`config.mk`:
```
export PLATFORM = sky130hd
export DESIGN_NAME = gobang_key_ctrl
export DESIGN_NICKNAME = d
export VERILOG_FILES = /design/src/rtl/gobang_key_ctrl.sv
export SDC_FILE = /design/constraint.sdc
export NUM_CORES = 1
export LEC_CHECK = 0
export ABC_AREA = 1
export ABC_CLOCK_PERIOD_IN_PS = 3840
export BUFFER_PORTS_ARGS = -buffer_cell sky130_fd_sc_hd__buf_2
export CORE_MARGIN = 4
export CORE_UTILIZATION = 50
export CTS_BUF_LIST = sky130_fd_sc_hd__clkbuf_4
export DETAILED_ROUTE_END_ITERATION = 10
export PLACE_DENSITY = 0.65
export SYNTH_ARGS = -nofsm -noshare
export SYNTH_HDL_FRONTEND = slang
export SYNTH_SLANG_ARGS = --single-unit
```
`constraint.sdc`:
```
create_clock -name clk_100M -period 3.84 [get_ports clk_100M]
set_clock_uncertainty 0.15 [all_clocks]
set_input_delay 0.576 -clock clk_100M [delete_from_list [all_inputs] [get_ports clk_100M]]
set_output_delay 0.576 -clock clk_100M [all_outputs]
set_load 0.005 [all_outputs]
```
`src/rtl/gobang_key_ctrl.sv`:
```
// Move-entry controller for one Gobang player: gates the keyboard scanner,
// steers a board cursor, runs an arm/confirm sequence and offers the move.
module gobang_key_ctrl #(
  parameter int BOARD_SIZE  = 15,
  parameter int WRAP        = 0,
  parameter int LOCKOUT_CYC = 2_000_000,
  parameter int ARM_TIMEOUT = 300_000_000
) (
  input  logic       clk_100M,
  input  logic       rst_p,
  input  logic       player_en,
  input  logic [3:0] key_code,
  input  logic       key_trick,
  output logic       kb_en,
  output logic [3:0] cursor_x,
  output logic [3:0] cursor_y,
  output logic       armed,
  output logic       move_valid,
  output logic [3:0] move_x,
  output logic [3:0] move_y,
  input  logic       move_ready,
  output logic       move_done
);

  localparam int LW = (LOCKOUT_CYC > 1) ? $clog2(LOCKOUT_CYC + 1) : 1;
  localparam int TW = (ARM_TIMEOUT > 1) ? $clog2(ARM_TIMEOUT + 1) : 1;

  localparam logic [3:0] POS_MAX    = 4'(BOARD_SIZE - 1);
  localparam logic [3:0] POS_CENTRE = 4'(BOARD_SIZE / 2);

  localparam logic [3:0] K_UP     = 4'h2;
  localparam logic [3:0] K_DOWN   = 4'h8;
  localparam logic [3:0] K_LEFT   = 4'h4;
  localparam logic [3:0] K_RIGHT  = 4'h6;
  localparam logic [3:0] K_OK     = 4'h5;
  localparam logic [3:0] K_CANCEL = 4'hC;
  localparam logic [3:0] K_HOME   = 4'hF;

  typedef enum logic [1:0] {S_IDLE, S_NAV, S_ARM, S_OFFER} state_t;

  state_t          state_reg, state_next;
  logic [LW-1:0]   lock_reg, lock_next;
  logic [TW-1:0]   tmo_reg, tmo_next;
  logic [3:0]      cx_next, cy_next, mx_next, my_next;
  logic            kb_en_next, armed_next, move_valid_next, move_done_next;
  logic            accept, is_dir;

  function automatic logic [3:0] pos_dec(input logic [3:0] v);
    if (v == 4'd0) return (WRAP != 0) ? POS_MAX : 4'd0;
    return v - 4'd1;
  endfunction

  function automatic logic [3:0] pos_inc(input logic [3:0] v);
    if (v >= POS_MAX) return (WRAP != 0) ? 4'd0 : POS_MAX;
    return v + 4'd1;
  endfunction

  // A key counts only while the scanner is live, the lockout has expired
  // and the turn is still ours (player_en dropping beats a coincident key).
  assign accept = key_trick && (lock_reg == '0) && player_en &&
                  ((state_reg == S_NAV) || (state_reg == S_ARM));
  assign is_dir = (key_code == K_UP) || (key_code == K_DOWN) ||
                  (key_code == K_LEFT) || (key_code == K_RIGHT);

  always_ff @(posedge clk_100M) begin
    if (rst_p) begin
      state_reg  <= S_IDLE;
      lock_reg   <= '0;
      tmo_reg    <= '0;
      cursor_x   <= POS_CENTRE;
      cursor_y   <= POS_CENTRE;
      move_x     <= 4'd0;
      move_y     <= 4'd0;
      kb_en      <= 1'b0;
      armed      <= 1'b0;
      move_valid <= 1'b0;
      move_done  <= 1'b0;
    end else begin
      state_reg  <= state_next;
      lock_reg   <= lock_next;
      tmo_reg    <= tmo_next;
      cursor_x   <= cx_next;
      cursor_y   <= cy_next;
      move_x     <= mx_next;
      move_y     <= my_next;
      kb_en      <= kb_en_next;
      armed      <= armed_next;
      move_valid <= move_valid_next;
      move_done  <= move_done_next;
    end
  end

  always_comb begin
    state_next = state_reg;
    case (state_reg)
      S_IDLE: if (player_en) state_next = S_NAV;
      S_NAV: begin
        if (!player_en)                     state_next = S_IDLE;
        else if (accept && key_code == K_OK) state_next = S_ARM;
      end
      S_ARM: begin
        if (!player_en) state_next = S_IDLE;
        else if (accept) begin
          if (key_code == K_OK)                     state_next = S_OFFER;
          else if (key_code == K_CANCEL || is_dir)  state_next = S_NAV;
        end else if (tmo_reg == TW'(ARM_TIMEOUT - 1)) state_next = S_NAV;
      end
      S_OFFER: if (move_ready) state_next = player_en ? S_NAV : S_IDLE;
      default: state_next = S_IDLE;
    endcase
  end

  // Registered outputs are computed from the next state so they line up
  // with the state register rather than trailing it by a cycle.
  always_comb begin
    kb_en_next      = (state_next == S_NAV) || (state_next == S_ARM);
    armed_next      = (state_next == S_ARM);
    move_valid_next = (state_next == S_OFFER);
    move_done_next  = (state_reg == S_OFFER) && move_ready;

    lock_next = lock_reg;
    if (accept)               lock_next = LW'(LOCKOUT_CYC - 1);
    else if (lock_reg != '0)  lock_next = lock_reg - LW'(1);

    tmo_next = tmo_reg;
    if (state_reg == S_NAV && state_next == S_ARM)      tmo_next = '0;
    else if (state_reg == S_ARM && state_next == S_ARM) tmo_next = accept ? '0 : tmo_reg + TW'(1);

    cx_next = cursor_x;
    cy_next = cursor_y;
    if (state_reg == S_NAV && accept) begin
      case (key_code)
        K_UP:    cy_next = pos_dec(cursor_y);
        K_DOWN:  cy_next = pos_inc(cursor_y);
        K_LEFT:  cx_next = pos_dec(cursor_x);
        K_RIGHT: cx_next = pos_inc(cursor_x);
        K_HOME: begin
          cx_next = POS_CENTRE;
          cy_next = POS_CENTRE;
        end
        default: ;
      endcase
    end

    mx_next = move_x;
    my_next = move_y;
    if (state_reg == S_ARM && state_next == S_OFFER) begin
      mx_next = cursor_x;
      my_next = cursor_y;
    end
  end

endmodule
```
==> impl_metrics.prom <==
# TYPE chip_impl_metric gauge
chip_impl_metric{name="layout-area-overhead-vs-synth",unit="%"} 8.40
chip_impl_metric{name="syn-cell-area",unit="sq um"} 4230
chip_impl_metric{name="grt.total_usage",unit="%"} 18.9
chip_impl_metric{name="synth_sequential_area_ratio",unit="%"} 34.1
chip_impl_metric{name="cts_max_level",unit=""} 3
chip_impl_metric{name="cp.required",unit="ns"} 4.02
chip_impl_info{name="cts-root-buf",value="sky130_fd_sc_hd__clkbuf_4"} 1
chip_impl_metric{name="max-vdd-ir-drop",unit="mV"} 0.215
chip_impl_metric{name="place.detailed.hpwl",unit="mm"} 6.82
chip_impl_metric{name="start_util",unit="%"} 51.5
chip_impl_info{name="rr_startpoint",value="lock_reg[0]"} 1
chip_impl_metric{name="critical_path.n_buffers_inverters",unit=""} 3
chip_impl_metric{name="post_synth.cell_area_avg",unit="sq um"} 7.13
chip_impl_metric{name="grt_pass1_vias",unit=""} 3600
chip_impl_metric{name="layout-drive-gt1-share",unit="%"} 16.2
chip_impl_info{name="grt_setup_unrepaired",value="no"} 1
chip_impl_metric{name="cts_buffers",unit=""} 9
chip_impl_metric{name="route.vias.total",unit=""} 3705
chip_impl_metric{name="setup_tns",unit="ns"} 0
chip_impl_info{name="crit_path_start",value="lock_reg[0]"} 1
chip_impl_metric{name="crit_arrival",unit="ns"} 3.53
chip_impl_metric{name="critical-path-max-stage-delay",unit="ns"} 0.32
chip_impl_metric{name="grt_antenna_before_repair",unit=""} 0
chip_impl_metric{name="final.min_clock_period",unit="ns"} 3.35
chip_impl_metric{name="global_route_wire_length_before_repair",unit="mm"} 15.6
chip_impl_metric{name="totalPowerFinal",unit="W"} 0.00239
chip_impl_metric{name="critical_path_cell_count",unit=""} 26
chip_impl_info{name="type_of_element_capturing_the_critical_path",value="flop"} 1
chip_impl_metric{name="routed_wire_per_std_cell",unit="um"} 12.2
chip_impl_metric{name="insertedDiodeCount",unit=""} 0
chip_impl_metric{name="place.detailed.instances",unit=""} 719
chip_impl_metric{name="post_dp_cell_area",unit="sq um"} 4460
chip_impl_metric{name="setup_violations",unit=""} 0
chip_impl_info{name="critical_path.top_delay_family",value="simple AND/OR/NAND/NOR gates"} 1
chip_impl_metric{name="hold_path_depth",unit=""} 3
chip_impl_metric{name="largest_net_degree_at_the_start_of_global_routing",unit=""} 23
chip_impl_metric{name="syn_inst",unit=""} 593
chip_impl_metric{name="die-height",unit="um"} 100
chip_impl_metric{name="route.detailed.vias_per_inst",unit=""} 5.04
chip_impl_metric{name="max-cap-violations",unit=""} 0
chip_impl_metric{name="final_min_period_over_clock_period",unit="%"} 87.3
chip_impl_metric{name="ys.warnings.count",unit=""} 0
chip_impl_metric{name="non_filler_instance_count_after_layout",unit=""} 735
chip_impl_metric{name="drc",unit=""} 0
chip_impl_metric{name="route.final.wire_length",unit="mm"} 8.95
chip_impl_info{name="hold_path_startpoint",value="move_ready"} 1
chip_impl_metric{name="worst_skew_pair.late_latency",unit="ns"} 0.42
chip_impl_metric{name="largest_register_ff_count",unit=""} 29
chip_impl_metric{name="timing_worst_slew_pin_value",unit="ns"} 0.470
chip_impl_info{name="worstSetupPathType",value="flop to flop"} 1
chip_impl_metric{name="seq_area",unit="sq um"} 1440
chip_impl_metric{name="die-width",unit="um"} 100
chip_impl_info{name="cp_slowest_cell",value="sky130_fd_sc_hd__dfxtp_1"} 1
chip_impl_info{name="hold_crit_path_type",value="input port to flop"} 1
chip_impl_metric{name="worstPathMaxFanout",unit=""} 9
chip_impl_metric{name="finalNetCount",unit=""} 651
chip_impl_metric{name="rows",unit=""} 33
chip_impl_metric{name="core-area",unit="sq um"} 8220
chip_impl_metric{name="multiInputGateArea",unit="sq um"} 2400
chip_impl_metric{name="postSynthNetCount",unit=""} 619
chip_impl_metric{name="hold_viol_final",unit=""} 0
chip_impl_metric{name="detailedRoute.firstIterationViolations",unit=""} 124
chip_impl_metric{name="p_leak",unit="nW"} 2.15
chip_impl_metric{name="yosys_register_bits",unit=""} 72
chip_impl_info{name="cts_tree",value="built"} 1
chip_impl_metric{name="clockBufferDepth",unit=""} 2
chip_impl_metric{name="die-area",unit="sq um"} 9990
chip_impl_metric{name="timing.slew.headroom",unit="%"} 68.7
chip_impl_metric{name="fin_area",unit="sq um"} 4580
chip_impl_info{name="outcome",value="complete, no violations"} 1
chip_impl_metric{name="worst_r2r_path_depth",unit=""} 26
chip_impl_metric{name="n_fill_cell",unit=""} 804
chip_impl_metric{name="drt_pass1_iterations",unit=""} 4
chip_impl_metric{name="cts.sinks",unit=""} 72
chip_impl_metric{name="report.final.slew_viol_count",unit=""} 0
chip_impl_info{name="crit_top_cell",value="sky130_fd_sc_hd__nand2_1"} 1
chip_impl_metric{name="gpl.final_weighted_congestion",unit=""} 0.841
chip_impl_metric{name="power-per-cell-area",unit="nW/um^2"} 522
chip_impl_metric{name="postRouteAntennaNets",unit=""} 0
chip_impl_metric{name="clock_pin_slew_on_the_worst_setup_and_hold_paths",unit="ns"} 0.13
chip_impl_metric{name="io_pins",unit=""} 29
chip_impl_metric{name="placement.io_buffers",unit=""} 28
chip_impl_metric{name="yosys.cell_types.count",unit=""} 42
chip_impl_info{name="startpoint_types",value="flop"} 1
chip_impl_metric{name="max_freq",unit="MHz"} 298
chip_impl_metric{name="global_route.overflow_total",unit=""} 0
logic make-up after synthesis:
group / Yosys count / share of synthesized area (%)
AOI/OAI and AO/OA: 98 / 13.4
xor gates and xnor gates: 16 / 3.31
adders and majority gates: 17 / 5.03
buffers and inverters: 100 / 9.50
DFF: 72 / 34.1
and+or+nand+nor: 290 / 34.7
worst register-to-register path: cells and delay by family, from the launching register on:
family / cells / cell delay, ns
DFF: 1 / 0.32
and+or+nand+nor: 21 / 2.08
buffers and inverters: 3 / 0.32
adders and majority gates: 2 / 0.40
through the flow:
stage	hold slack, ns	worst slack [ns]	util, %
CTS	0.278	0.361	55.6
detailed placement	0.320	0.366	54.2
global placement	0.310	0.484	54.2
floorplan	0.292	0.759	-
finish	0.290	0.489	55.8
global route	0.293	0.0359	55.8
final cells by class:
type | count | share of cell area (%)
clock inverter | 7 | 1.01
clock buffer | 9 | 1.47
tap | 105 | 2.87
multi-input combinational | 421 | 52.4
timing repair buffer | 29 | 3.22
sequential | 72 | 31.4
inverter | 92 | 7.61
per-layer routing:
metal | wire, um | vias to the layer above | part of all wire [%] | global-route usage [%]
met5 | 0 | - | 0 | 0
met4 | 70 | 0 | 0.78 | 4.41
met3 | 230 | 6 | 2.6 | 3.96
met2 | 4240 | 34 | 47 | 32.7
met1 | 4410 | 1691 | 49 | 24.0
li1 | - | 1974 | - | -
power breakdown:
group          internal [W]  switching, W
logic              0.000371      0.000670
clock network      0.000132      0.000281
registers          0.000848     0.0000899
total               0.00135       0.00104
cells in the final DEF (no fill, tap or decap), drive strengths merged, types with 7 or more instances in the layout:
cell	count
a21oi	37
a31oi	7
buf	29
clkbuf	9
dfxtp	72
ha	17
inv	92
nand2	109
nand3	40
nand4	9
nor2	107
nor3	12
o211ai	7
o21ai	38
xor2	11
synthesized netlist by cell type, drive strengths merged:
library cell | number | area [sq um]
nor4 | 2 | 12.5
xnor2 | 5 | 43.8
o211ai | 7 | 52.6
nor2 | 107 | 516
nor3b | 4 | 40.0
a31oi | 7 | 43.8
a211oi | 5 | 37.5
o21ai | 38 | 216
nand2 | 109 | 470
ha | 17 | 213
clkbuf | 4 | 15.0
clkinv | 1 | 5.00
and3 | 2 | 12.5
o31ai | 2 | 15.0
nand4 | 9 | 56.3
or2 | 3 | 18.8
a21boi | 1 | 7.51
nand3b | 2 | 15.0
nand3 | 40 | 250
o21a | 1 | 7.51
inv | 91 | 344
dfxtp | 72 | 1440
buf | 4 | 37.5
nor3 | 12 | 76.3
xor2 | 11 | 96.3
a21oi | 37 | 185
worst paths after layout:
check	to	slack, ns
max	tmo_reg[28]	0.49
min	move_done	0.29
max reg2reg	tmo_reg[28]	0.49
min reg2reg	tmo_reg[2]	0.34
timing repair:
item                                   CTS  global route
endpoints found under the hold margin    0             0
setup buffers                            0             0
hold buffers                             0             0
gates resized for setup                  0             3
setup endpoints to repair                0             4
Power figures use the tool's default switching activity.
